`src/rtl/icache_data_ctrl.sv`:
```
// Sequencer between I-cache fetch/refill logic and the line-wide data SRAM macro.
// Assembles refill beats into one full-line write and returns single fetch words.
module icache_data_ctrl #(
   parameter int INDEX_WIDTH = 4,
   parameter int LINE_WIDTH  = 256,
   parameter int FILL_WIDTH  = 64,
   parameter int WORD_WIDTH  = 32
) (
   input  logic                      clk,
   input  logic                      rst,
   input  logic                      req_valid,
   output logic                      req_ready,
   input  logic [INDEX_WIDTH-1:0]    req_index,
   input  logic [2:0]                req_offset,
   output logic                      resp_valid,
   input  logic                      resp_ready,
   output logic [WORD_WIDTH-1:0]     resp_rdata,
   input  logic                      fill_valid,
   output logic                      fill_ready,
   input  logic [INDEX_WIDTH-1:0]    fill_index,
   input  logic [FILL_WIDTH-1:0]     fill_data,
   output logic                      fill_done,
   output logic                      sram_csb0,
   output logic                      sram_web0,
   output logic [LINE_WIDTH/8-1:0]   sram_wmask0,
   output logic [INDEX_WIDTH-1:0]    sram_addr0,
   output logic [LINE_WIDTH-1:0]     sram_din0,
   input  logic [LINE_WIDTH-1:0]     sram_dout0
);

   localparam int BEATS = LINE_WIDTH / FILL_WIDTH;
   localparam int BCW   = $clog2(BEATS);
   localparam logic [BCW-1:0] LAST_BEAT = BCW'(BEATS - 1);

   typedef enum logic [1:0] {S_IDLE, S_RD, S_FILL, S_WR} state_e;

   state_e                  state_q, state_d;
   logic [BCW-1:0]          beat_cnt_q, beat_cnt_d;
   logic [LINE_WIDTH-1:0]   line_q, line_d;
   logic [INDEX_WIDTH-1:0]  fill_index_q, fill_index_d;
   logic [2:0]              offset_q, offset_d;
   logic                    resp_valid_q, resp_valid_d;
   logic [WORD_WIDTH-1:0]   resp_rdata_q, resp_rdata_d;
   logic                    fill_done_q, fill_done_d;

   logic                    rd_fire;
   logic                    fill_fire;
   logic [BCW-1:0]          beat_slot;

   // Handshakes: a transfer happens on a rising clk edge where valid && ready are both high.
   assign req_ready  = (state_q == S_IDLE) && !fill_valid && (!resp_valid_q || resp_ready);
   assign fill_ready = (state_q == S_IDLE) || (state_q == S_FILL);
   assign rd_fire    = req_valid && req_ready;
   assign fill_fire  = fill_valid && fill_ready;
   assign beat_slot  = (state_q == S_IDLE) ? '0 : beat_cnt_q;

   assign resp_valid = resp_valid_q;
   assign resp_rdata = resp_rdata_q;
   assign fill_done  = fill_done_q;

   always_ff @(posedge clk or posedge rst) begin
      if (rst) begin
         state_q <= S_IDLE;
      end else begin
         state_q <= state_d;
      end
   end

   always_comb begin
      state_d = state_q;
      case (state_q)
         S_IDLE: begin
            if (fill_fire) begin
               state_d = S_FILL;
            end else if (rd_fire) begin
               state_d = S_RD;
            end
         end
         S_RD:   state_d = S_IDLE;
         S_FILL: begin
            if (fill_fire && (beat_cnt_q == LAST_BEAT)) begin
               state_d = S_WR;
            end
         end
         S_WR:   state_d = S_IDLE;
         default: state_d = S_IDLE;
      endcase
   end

   // SRAM controls are combinational; the macro samples them at the edge closing the cycle.
   always_comb begin
      sram_csb0   = 1'b1;
      sram_web0   = 1'b1;
      sram_wmask0 = '0;
      sram_addr0  = '0;
      sram_din0   = '0;
      case (state_q)
         S_IDLE: begin
            if (rd_fire) begin
               sram_csb0  = 1'b0;
               sram_addr0 = req_index;
            end
         end
         S_WR: begin
            sram_csb0   = 1'b0;
            sram_web0   = 1'b0;
            sram_wmask0 = '1;
            sram_addr0  = fill_index_q;
            sram_din0   = line_q;
         end
         default: ;
      endcase
      if (rst) begin
         sram_csb0 = 1'b1;
      end
   end

   always_comb begin
      beat_cnt_d   = beat_cnt_q;
      line_d       = line_q;
      fill_index_d = fill_index_q;
      offset_d     = offset_q;
      resp_valid_d = resp_valid_q;
      resp_rdata_d = resp_rdata_q;
      fill_done_d  = (state_q == S_WR);

      if (fill_fire) begin
         line_d[int'(beat_slot) * FILL_WIDTH +: FILL_WIDTH] = fill_data;
         beat_cnt_d = beat_slot + BCW'(1);
         if (state_q == S_IDLE) begin
            fill_index_d = fill_index;
         end
      end

      if (rd_fire) begin
         offset_d = req_offset;
      end

      // SRAM dout is only valid around the edge that closes RD, so capture it exactly there.
      if (state_q == S_RD) begin
         resp_valid_d = 1'b1;
         resp_rdata_d = sram_dout0[int'(offset_q) * WORD_WIDTH +: WORD_WIDTH];
      end else if (resp_valid_q && resp_ready) begin
         resp_valid_d = 1'b0;
      end
   end

   always_ff @(posedge clk or posedge rst) begin
      if (rst) begin
         beat_cnt_q   <= '0;
         line_q       <= '0;
         fill_index_q <= '0;
         offset_q     <= '0;
         resp_valid_q <= 1'b0;
         resp_rdata_q <= '0;
         fill_done_q  <= 1'b0;
      end else begin
         beat_cnt_q   <= beat_cnt_d;
         line_q       <= line_d;
         fill_index_q <= fill_index_d;
         offset_q     <= offset_d;
         resp_valid_q <= resp_valid_d;
         resp_rdata_q <= resp_rdata_d;
         fill_done_q  <= fill_done_d;
      end
   end

endmodule

```
`config.mk`:
```
export PLATFORM = sky130hd
export DESIGN_NAME = icache_data_ctrl
export DESIGN_NICKNAME = d
export VERILOG_FILES = /design/src/rtl/icache_data_ctrl.sv
export SDC_FILE = /design/constraint.sdc
export NUM_CORES = 1
export LEC_CHECK = 0
export BUFFER_PORTS_ARGS = -buffer_cell sky130_fd_sc_hd__buf_2
export CAP_MARGIN = 0
export CORE_AREA = 3 3 261 263
export CTS_CLUSTER_SIZE = 40
export DETAILED_ROUTE_END_ITERATION = 10
export DIE_AREA = 0 0 264 266
export GPL_TIMING_DRIVEN = 0
export SYNTH_ARGS = -nofsm -noshare
export SYNTH_HDL_FRONTEND = slang
export SYNTH_SLANG_ARGS = --single-unit
```
`constraint.sdc`:
```
create_clock -name clk -period 18.76 [get_ports clk]
set_clock_uncertainty 0.05 [all_clocks]
set_input_delay 0.938 -clock clk [delete_from_list [all_inputs] [get_ports clk]]
set_output_delay 0.938 -clock clk [all_outputs]
set_load 0.05 [all_outputs]
```
==> insert_results.sql, run 1 <==
INSERT INTO impl_metrics (metric_group, metric, value, unit) VALUES
('logic_synthesis', 'synth_cell_types', '34', ''),
('worst_setup_path', 'top_cell_family_by_delay_on_the_critical_path', 'buffers and inverters', ''),
('clocking', 'cts.sinks', '301', ''),
('worst_setup_path', 'path_class', 'reg2out', ''),
('power_and_ir_drop', 'clockPowerShare', '22.7', '%'),
('logic_synthesis', 'netlist_area', '15400', 'um2'),
('timing', 'finalMaxSlewViolations', '0', ''),
('global_route', 'first_global_vias', '14800', ''),
('worst_setup_path', 'cp_common_cell', 'clkbuf_1', ''),
('logic_synthesis', 'cell_type_with_the_largest_total_area_after_synthesis', 'dfrtp_1', ''),
('flow_run', 'number_of_maximum_capacitance_violations', '0', ''),
('floorplan', 'start_util', '23.5', '%'),
('route', 'drt_iter0_markers', '1046', ''),
('clocking', 'clkTransAtPathRegs', '0.06', 'ns'),
('clocking', 'tritoncts', 'yes', ''),
('global_route', 'grt_util_all_layers', '19.0', '%'),
('power_and_ir_drop', 'irDropWorstVdd', '0.0675', 'mV'),
('worst_setup_path', 'worst_path_largest_cell_delay', '0.90', 'ns'),
('power_and_ir_drop', 'power.switching', '1510', 'uW'),
('logic_synthesis', 'synth_largest_type_area_fraction', '48.8', '%'),
('worst_setup_path', 'critPathBufInv', '4', ''),
('worst_setup_path', 'worst-path-max-fanout', '35', ''),
('clocking', 'post_cts_resized', '0', ''),
('timing', 'tightest_slew', '1.21', 'ns'),
('route', 'route.detailed.drc', '0', ''),
('power_and_ir_drop', 'switching_part_of_the_total_power', '45.7', '%'),
('logic_synthesis', 'mappedNetlistNets', '1944', ''),
('power_and_ir_drop', 'power.sequential.fraction', '29.6', '%'),
('floorplan', 'io_pins', '666', ''),
('timing', 'rsz0062_at_grt', 'false', ''),
('route', 'drt.antenna.violating_nets', '0', ''),
('timing', 'finalSetupViolCount', '0', ''),
('clocking', 'max-clock-path-buffers', '3', ''),
('power_and_ir_drop', 'power.density', '155', 'nW/um2'),
('worst_setup_path', 'startpoint_type', 'flop', ''),
('logic_synthesis', 'synth_enable_flop_cells', '0', ''),
('timing', 'final.min_clock_period', '5.47', 'ns'),
('final_layout', 'finalCoreUtilization', '32.2', '%'),
('final_layout', 'finalNetCount', '2652', ''),
('power_and_ir_drop', 'static-leakage-power', '0.0111', 'uW'),
('clocking', 'clk_root_buffer_cell', 'clkbuf_16', ''),
('timing', 'period_share', '29.1', '%'),
('floorplan', 'floorplan.core_area', '65900', 'um2'),
('logic_synthesis', 'synth_area_leaders', 'dfrtp_1, and2_1, mux2i_1', ''),
('floorplan', 'dieArea', '70200', 'um2'),
('run_status', 'outcome', 'finished, final reports clean', ''),
('timing', 'slew_headroom', '19.1', '%'),
('final_layout', 'layout-drive-gt1-share', '34.8', '%'),
('logic_synthesis', 'syn-instance-count', '1600', ''),
('clocking', 'cts_hold_repair.buffers', '0', ''),
('logic_synthesis', 'yosysMostFrequentCell', 'dfrtp_1', ''),
('worst_setup_path', 'crit_path_cell_trace', 'ha_2 -> clkbuf_1 -> clkbuf_1 -> clkbuf_1 -> and2_1 -> buf_2', ''),
('global_route', 'grt_first_pass_wirelength', '100', 'mm'),
('clocking', 'post-cts-setup-buffer-count', '0', ''),
('clocking', 'clk-insertion-delay-late', '0.54', 'ns'),
('logic_synthesis', 'syn_avg_cell_area', '9.65', 'um2'),
('place', 'port_buffers', '664', ''),
('power_and_ir_drop', 'internal_power', '1790', 'uW'),
('place', 'place.detailed.hpwl', '55.0', 'mm'),
('timing', 'timing.fmax', '183', 'MHz'),
('worst_setup_path', 'cp-end-kind', 'output pin', ''),
('global_route', 'grt_overflow_total', '0', ''),
('worst_setup_path', 'reg2reg_setup_slack', '15.17', 'ns'),
('global_route', 'grt_max_degree', '124', ''),
('logic_synthesis', 'synth.top_cells.by_count', 'dfrtp_1, nand2_1, and2_1, o21ai_0, mux2i_1', ''),
('timing', 'setup_tns', '0', 'ns'),
('place', 'routabilityCongestion', '0.938', ''),
('floorplan', 'die_w', '264', 'um'),
('logic_synthesis', 'synth-seq-cells', '301', ''),
('final_layout', 'areaGrowthSynthToFinish', '37.4', '%'),
('clocking', 'cts_made_buffers', '37', '');
==> worst paths after layout <==
check	startpoint	to	cells after the start
max reg2reg	state_q[0]	line_q[2]	10
min	rst	resp_rdata[30]	2
max	state_q[1]	sram_din0[185]	6
max in group asynchronous	rst	line_q[143]	3
min in group clk	line_q[74]	line_q[74]	2
min reg2reg	line_q[74]	line_q[74]	2
==> per-stage QoR <==
step	hold slack, ns	setup WS [ns]	area (um2)	total power [uW]	instances
finish	0.398	13.29	21200	3300	3203
global placement	0.403	5.47	19900	2540	3128
detailed placement	0.412	13.28	20000	2560	3133
global route	0.426	12.84	21200	3490	3196
floorplan	0.392	7.11	15400	2030	1600
CTS	0.394	12.68	21200	3330	3196
==> kinds of logic after synthesis <==
| family | count (synthesis) | synth area share (%) |
|---|---|---|
| flip-flops | 301 | 48.8 |
| adder cells (fa/ha/maj) | 8 | 0.648 |
| AND/OR/NAND/NOR | 582 | 19.1 |
| multiplexers | 137 | 8.94 |
| AO/OA/AOI/OAI | 366 | 16.1 |
| buffers and inverters | 206 | 6.42 |
==> layout make-up <==
cell class | instances | area [um2] | area share, %
Timing Repair Buffer | 669 | 3410 | 16.1
Clock inverter | 15 | 231 | 1.09
Buffer | 166 | 841 | 3.96
Clock buffer | 48 | 1020 | 4.79
Sequential cell | 301 | 7530 | 35.5
Multi-Input combinational cell | 1093 | 6940 | 32.7
Inverter | 40 | 158 | 0.743
Antenna cell | 7 | 17.5 | 0.0825
Tap cell | 864 | 1080 | 5.09
==> placed cells by master, fill, tap and decap left out, types with 2 or more instances in the layout <==
cell type,n
dfrtp_1,301
inv_6,3
inv_1,39
a21oi_1,4
diode_2,7
buf_6,8
or2_2,2
buf_2,688
nand3_1,35
o21ai_0,154
clkbuf_16,37
bufinv_16,5
clkinvlp_4,2
a22oi_1,68
buf_4,39
mux2_2,8
ha_1,7
buf_16,2
nand2b_1,3
clkbuf_1,104
and2_1,258
clkinv_2,4
clkbuf_8,5
o21a_1,2
o21ai_1,8
a22o_1,128
nor2b_1,4
nor2_1,10
nand2_1,260
mux2i_1,129
==> registers in the layout, indices dropped and copies added (netlist names) <==
name and cells:
fill_index_q 4, beat_cnt_q 2, fill_done 1, resp_valid 1, offset_q 3, line_q 256
state_q 2, resp_rdata 32
==> metal layers <==
metal	track usage [%]	vias to the layer above	share of wire, %
met3	5.40	84	7.7
met1	27.5	7479	47
li1	-	6872	-
met5	0	-	0.11
met2	28.1	502	43
met4	4.37	12	2.0
==> power by group through the flow <==
| stage | Clock (uW) | Combinational, uW | Sequential, uW |
|---|---|---|---|
| CTS | 770 | 1580 | 974 |
| global placement | 0 | 1560 | 980 |
| detailed placement | 0 | 1580 | 980 |
| floorplan | 0 | 961 | 1070 |
| finish | 747 | 1570 | 976 |
| global route | 794 | 1700 | 1000 |
Note: power is estimated with default switching activity, not from simulation.
==> run 2: changes to the inputs <==
clock period = 5.6 ns   (was 18.76 ns; I/O delays follow)
==> insert_results.sql, run 2 (same netlist as run 1, synthesis figures left out) <==
INSERT INTO impl_metrics (metric_group, metric, value, unit) VALUES
('timing', 'rsz0062_at_grt', 'false', ''),
('route', 'drt_iter0_markers', '984', ''),
('final_layout', 'final_area', '21900', 'um2'),
('worst_setup_path', 'worst-path-max-fanout', '34', ''),
('place', 'place.detailed.hpwl', '55.8', 'mm'),
('floorplan', 'die_w', '264', 'um'),
('clocking', 'max-clock-path-buffers', '3', ''),
('final_layout', 'finalNetCount', '2725', ''),
('clocking', 'cts.sinks', '301', ''),
('route', 'firstDrtPassIters', '5', ''),
('clocking', 'clk_root_buffer_cell', 'clkbuf_16', ''),
('final_layout', 'layout.cells.most_common', 'buf_2', ''),
('floorplan', 'floorplan.core_area', '65900', 'um2'),
('worst_setup_path', 'critPathBufInv', '4', ''),
('clocking', 'cts_made_buffers', '36', ''),
('timing', 'finalSetupViolCount', '0', ''),
('timing', 'timing.fmax', '217', 'MHz'),
('final_layout', 'final_cell_count_no_fill', '3271', ''),
('global_route', 'grt_util_all_layers', '19.2', '%'),
('place', 'routabilityCongestion', '0.919', ''),
('floorplan', 'io_pins', '666', ''),
('route', 'drt.antenna.violating_nets', '0', ''),
('worst_setup_path', 'crit_path_cell_trace', 'ha_2 -> clkbuf_1 -> clkbuf_1 -> clkbuf_1 -> and2_1 -> buf_2', ''),
('route', 'routed_wirelength', '70.6', 'mm'),
('timing', 'tightest_slew', '1.37', 'ns'),
('final_layout', 'layout-drive-gt1-share', '33.9', '%'),
('final_layout', 'reg_with_most_ffs', 'line_q', ''),
('floorplan', 'start_util', '23.5', '%'),
('timing', 'period_share', '82.2', '%'),
('route', 'avgViaCountPerCell', '4.64', ''),
('power_and_ir_drop', 'irDropWorstVdd', '0.244', 'mV'),
('timing', 'slew_headroom', '8.12', '%'),
('final_layout', 'largest_register_ff_count', '256', ''),
('route', 'wire_per_inst', '21.6', 'um'),
('worst_setup_path', 'top_cell_family_by_delay_on_the_critical_path', 'buffers and inverters', ''),
('worst_setup_path', 'critical-path-slowest-cell', 'clkbuf_1', ''),
('hold_path', 'min_path_type', 'in2reg', ''),
('clocking', 'clkTransAtPathRegs', '0.06', 'ns'),
('place', 'placement.setup.worst_slack', '0.856', 'ns'),
('final_layout', 'finalCoreUtilization', '33.3', '%'),
('floorplan', 'rows', '94', ''),
('timing', 'setup_tns', '0', 'ns'),
('route', 'vias', '15200', ''),
('global_route', 'grt_max_degree', '41', ''),
('worst_setup_path', 'path_class', 'reg2out', ''),
('timing', 'finalMaxSlewViolations', '0', ''),
('place', 'dpl_cell_area', '20000', 'um2'),
('global_route', 'grt_first_pass_wirelength', '102', 'mm'),
('timing', 'setup_slack', '0.996', 'ns'),
('global_route', 'use_met2', '29.6', '%'),
('timing', 'final.min_clock_period', '4.60', 'ns'),
('flow_run', 'number_of_maximum_capacitance_violations', '0', ''),
('place', 'port_buffers', '664', ''),
('final_layout', 'final_cell_mix', 'buf_2, dfrtp_1, nand2_1, and2_1, o21ai_0', ''),
('global_route', 'first_global_vias', '15200', ''),
('power_and_ir_drop', 'static-leakage-power', '0.0114', 'uW'),
('clocking', 'tritoncts', 'yes', ''),
('worst_setup_path', 'cp-end-kind', 'output pin', ''),
('place', 'place.detailed.instances', '3138', ''),
('floorplan', 'dieArea', '70200', 'um2'),
('global_route', 'number_of_antenna_violations_at_the_first_check_in_global_routing', '10', ''),
('final_layout', 'final.fill_count', '7015', ''),
('floorplan', 'die_h', '266', 'um'),
('worst_setup_path', 'worstPathArrival', '4.27', 'ns'),
('worst_setup_path', 'startpoint_type', 'flop', ''),
('timing', 'final-hold-violation-count', '0', ''),
('worst_setup_path', 'cp_common_cell', 'clkbuf_1', ''),
('worst_setup_path', 'critical_path_rt', '5.27', 'ns'),
('global_route', 'gr_layer_usage_met1', '27.7', '%'),
('clocking', 'post-cts-setup-buffer-count', '0', ''),
('power_and_ir_drop', 'power.density', '496', 'nW/um2'),
('global_route', 'grt_use_met3', '4.30', '%'),
('run_status', 'outcome', 'finished, final reports clean', ''),
('route', 'route.detailed.drc', '0', ''),
('clocking', 'cts-htree-levels', '2', ''),
('worst_setup_path', 'worst_path_largest_cell_delay', '0.76', 'ns'),
('global_route', 'grt_busiest_layer', 'met2', ''),
('final_layout', 'areaGrowthSynthToFinish', '42.1', '%'),
('global_route', 'grt_overflow_total', '0', ''),
('clocking', 'clk-insertion-delay-late', '0.53', 'ns');
-- run 2: cell count changes in the layout (fill, tap and decap cells not counted), moves of 2 or more --
cell / change
inv_6: -3
clkbuf_1: -2
diode_2: -3
clkbuf_8: +3
dlygate4sd3_1: +69
bufinv_16: -3
buf_12: +7
-- run 2: final cells by class --
class / count / area [um2] / share of cell area [%]
flip-flops and latches: 301 / 7530 / 34.3
multi-input cells: 1093 / 6930 / 31.6
repair buffers: 743 / 4200 / 19.1
well taps: 864 / 1080 / 4.93
clock buffers: 50 / 1080 / 4.90
plain buffers: 166 / 841 / 3.83
inverters: 40 / 154 / 0.701
clock inverters: 10 / 118 / 0.536
diodes: 4 / 10.0 / 0.0456
-- run 2: through the flow --
step | hold slack (ns) | power, uW
finish | 0.0596 | 10900
global route | 0.0705 | 11600
CTS | 0.0158 | 11000
detailed placement | 0.396 | 8540
global placement | 0.404 | 8480
floorplan | 0.357 | 6810
-- run 2: worst reg2reg max path, stage by stage (launching register included) --
cell     delay (ns)
dfrtp_1        0.40
inv_1          0.13
ha_1           0.33
and2b_1        0.24
inv_1          0.11
ha_1           0.29
nor3_2         1.07
buf_2          0.43
nand2_1        0.08
o21ai_0        0.17
-- run 2: path summary, 6_finish.rpt --
kind                            startpoint  cells after the start  slack [ns]        endpoint
worst min-delay path            resp_ready                      3        0.06      resp_valid
max in group asynchronous              rst                      7        3.58     line_q[228]
worst max register to register  state_q[0]                      9        2.19     line_q[111]
worst max-delay path            state_q[1]                      6         1.0  sram_din0[186]
worst min register to register  line_q[81]                      2        0.42      line_q[81]
min in group asynchronous              rst                      3        0.41     line_q[128]
-- run 2: repair_timing --
| item | CTS | global route |
|---|---|---|
| hold endpoints to repair | 264 | 0 |
| gates resized for setup | 0 | 0 |
| hold buffers | 69 | 0 |
-- run 2: per-layer routing --
| layer | vias up | wire, um |
|---|---|---|
| met5 | - | 13 |
| met4 | 2 | 1270 |
| met3 | 81 | 5450 |
| met2 | 614 | 31400 |
| met1 | 7481 | 32400 |
| li1 | 6997 | - |
-- run 2: power by group --
group / total (uW) / switching (uW) / internal (uW)
Clock: 2380 / 948 / 1430
Combinational: 5260 / 3640 / 1620
Sequential: 3260 / 377 / 2880
Total: 10900 / 4960 / 5930
==> run 3: changes to the inputs <==
CORE_AREA = 3 3 256 258   (was 3 3 261 263)
DIE_AREA = 0 0 259 261   (was 0 0 264 266)
clock period = 4.02 ns   (was 5.6 ns; I/O delays follow)
==> insert_results.sql, run 3 (same netlist as run 1, synthesis figures left out) <==
INSERT INTO impl_metrics (metric_group, metric, value, unit) VALUES
('route', 'drt.antenna.violating_nets', '0', ''),
('global_route', 'number_of_antenna_violations_at_the_first_check_in_global_routing', '15', ''),
('clocking', 'clk_root_buffer_cell', 'clkbuf_16', ''),
('hold_path', 'hp-start', 'sram_dout0[39]', ''),
('route', 'drt_iter0_markers', '934', ''),
('final_layout', 'largest_register_ff_count', '256', ''),
('timing', 'tightest_slew', '1.24', 'ns'),
('power_and_ir_drop', 'power.density', '695', 'nW/um2'),
('worst_setup_path', 'reg2reg_capture_point', 'line_q[59]', ''),
('worst_setup_path', 'path_class', 'reg2reg', ''),
('route', 'wire_per_inst', '21.5', 'um'),
('worst_setup_path', 'worstPathArrival', '3.94', 'ns'),
('global_route', 'grt_first_pass_wirelength', '100', 'mm'),
('hold_path', 'worst_hold_path.endpoint', 'resp_rdata[7]', ''),
('global_route', 'grt_util_all_layers', '19.8', '%'),
('timing', 'finalSetupViolCount', '0', ''),
('route', 'route.detailed.drc', '0', ''),
('final_layout', 'layout.cells.most_common', 'buf_2', ''),
('timing', 'rsz0062_at_grt', 'false', ''),
('floorplan', 'die_w', '259', 'um'),
('timing', 'finalMaxSlewViolations', '0', ''),
('final_layout', 'final_cell_mix', 'buf_2, dfrtp_1, nand2_1, and2_1, o21ai_0', ''),
('clocking', 'cts.sinks', '301', ''),
('worst_setup_path', 'reg2reg_from', 'state_q[0]', ''),
('worst_setup_path', 'startpoint_type', 'flop', ''),
('final_layout', 'layout-drive-gt1-share', '33.9', '%'),
('route', 'firstDrtPassIters', '5', ''),
('global_route', 'grt_overflow_total', '0', ''),
('floorplan', 'dieArea', '67600', 'um2'),
('run_status', 'outcome', 'finished, final reports clean', ''),
('floorplan', 'rows', '92', ''),
('timing', 'period_share', '88.4', '%'),
('place', 'placement.setup.worst_slack', '-0.733', 'ns'),
('flow_run', 'number_of_maximum_capacitance_violations', '0', ''),
('clocking', 'cts-htree-levels', '2', ''),
('floorplan', 'io_pins', '666', ''),
('worst_setup_path', 'reg2reg_setup_slack', '0.47', 'ns'),
('timing', 'timing.fmax', '281', 'MHz'),
('clocking', 'cts_made_buffers', '36', ''),
('place', 'routabilityCongestion', '0.950', ''),
('route', 'vias', '15200', ''),
('worst_setup_path', 'cp-end-kind', 'flop', ''),
('worst_setup_path', 'timing.reg2reg.worst_path_depth', '10', ''),
('timing', 'final.min_clock_period', '3.55', 'ns'),
('final_layout', 'final_area', '22000', 'um2'),
('floorplan', 'floorplan.core_area', '63200', 'um2'),
('global_route', 'first_global_vias', '15100', ''),
('timing', 'slew_headroom', '17.1', '%'),
('clocking', 'clk-insertion-delay-late', '0.54', 'ns'),
('worst_setup_path', 'worst-path-max-fanout', '10', ''),
('clocking', 'clkTransAtPathRegs', '0.06', 'ns'),
('final_layout', 'areaGrowthSynthToFinish', '42.3', '%'),
('final_layout', 'reg_with_most_ffs', 'line_q', ''),
('place', 'dpl_cell_area', '20000', 'um2'),
('place', 'port_buffers', '664', ''),
('hold_path', 'hold-path-cell-count', '5', ''),
('clocking', 'max-clock-path-buffers', '3', ''),
('timing', 'setup_slack', '0.467', 'ns'),
('worst_setup_path', 'critical_path_rt', '4.41', 'ns'),
('final_layout', 'finalNetCount', '2729', ''),
('route', 'avgViaCountPerCell', '4.67', ''),
('place', 'place.detailed.hpwl', '55.0', 'mm'),
('power_and_ir_drop', 'static-leakage-power', '0.0114', 'uW'),
('clocking', 'tritoncts', 'yes', ''),
('global_route', 'grt_max_degree', '43', ''),
('floorplan', 'die_h', '261', 'um'),
('timing', 'final-hold-violation-count', '0', ''),
('floorplan', 'start_util', '24.4', '%'),
('clocking', 'post-cts-setup-buffer-count', '0', ''),
('hold_path', 'min_path_type', 'in2reg', ''),
('worst_setup_path', 'worst_path_largest_cell_delay', '0.72', 'ns'),
('worst_setup_path', 'critical-path-slowest-cell', 'clkbuf_1', ''),
('worst_setup_path', 'crit_path_cell_trace', 'inv_1 -> ha_1 -> and2b_1 -> inv_1 -> ha_1 -> and2_1 -> clkbuf_1 -> clkbuf_1 -> nand2_1 -> o21ai_0', ''),
('power_and_ir_drop', 'irDropWorstVdd', '0.264', 'mV'),
('route', 'routed_wirelength', '70.1', 'mm');
==> run 3: cell types whose count changed in the layout (fill, tap and decap cells not counted), sizes merged <==
cell and change:
dlygate4sd3 +5, bufinv -1, clkinv -5, diode -1
clkinvlp +4, clkbuf +2, inv +2
==> run 3: layer usage <==
| metal | global-route usage (%) | wire length [um] |
|---|---|---|
| met1 | 27.9 | 32000 |
| met2 | 29.7 | 30400 |
| met3 | 6.09 | 6290 |
| met4 | 4.54 | 1360 |
| met5 | 0 | 63 |
==> run 3: worst max path at each step <==
| stage | endpoint | start | depth (start not counted) | slack (ns) |
|---|---|---|---|---|
| final | line_q[59] | state_q[0] | 10 | 0.47 |
| after global routing | line_q[27] | state_q[0] | 10 | 0.04 |
| after CTS | sram_din0[187] | state_q[1] | 5 | 0.05 |
| after detailed placement | sram_din0[187] | state_q[1] | 6 | -0.73 |
| after global placement | sram_csb0 | rst | 4 | -3.53 |
| after floorplan | sram_csb0 | rst | 2 | -2.81 |
==> run 3: layout make-up <==
class | count | area (um2)
buffer | 165 | 840
multi-input combinational | 1093 | 6950
clock inverter | 10 | 109
tap | 846 | 1060
clock buffer | 53 | 1090
timing repair buffer | 748 | 4240
inverter | 40 | 154
fill | 6565 | 41200
sequential | 301 | 7530
antenna | 3 | 7.51
==> run 3: worst max-delay path: cells and delay by family, from the launching register on <==
family	cells	cell delay (ns)
compound gates	1	0.18
simple gates	3	0.53
buf+inv	4	1.50
flops	1	0.42
fa+ha+maj	2	0.78
==> run 3: report_power, final <==
group	switching [uW]	leakage, uW	total, uW	internal [uW]
Sequential	545	0.00401	4550	4010
Clock	1360	0.000570	3310	1950
Combinational	5150	0.00686	7410	2270
==> run 3: timing repair <==
action | CTS | global route
hold buffers | 74 | 0
gates resized for setup | 3 | 1
endpoints found under the hold margin | 289 | 0
endpoints found under the setup margin | 241 | 20
cloned | 0 | 0
==> run 3: stage by stage <==
step	util, %	power [uW]	TNS (ns)	std cells	hold WS [ns]
3_5_place_dp	31.7	11900	-82.06	3120	0.316
6_report	34.8	15300	0	3259	0.0782
3_3_place_gp	31.4	11800	-775.32	3110	0.390
4_1_cts	34.8	15400	0	3256	0.0407
2_1_floorplan	-	9490	-74.62	1600	0.278
5_1_grt	34.8	16200	0	3256	0.107
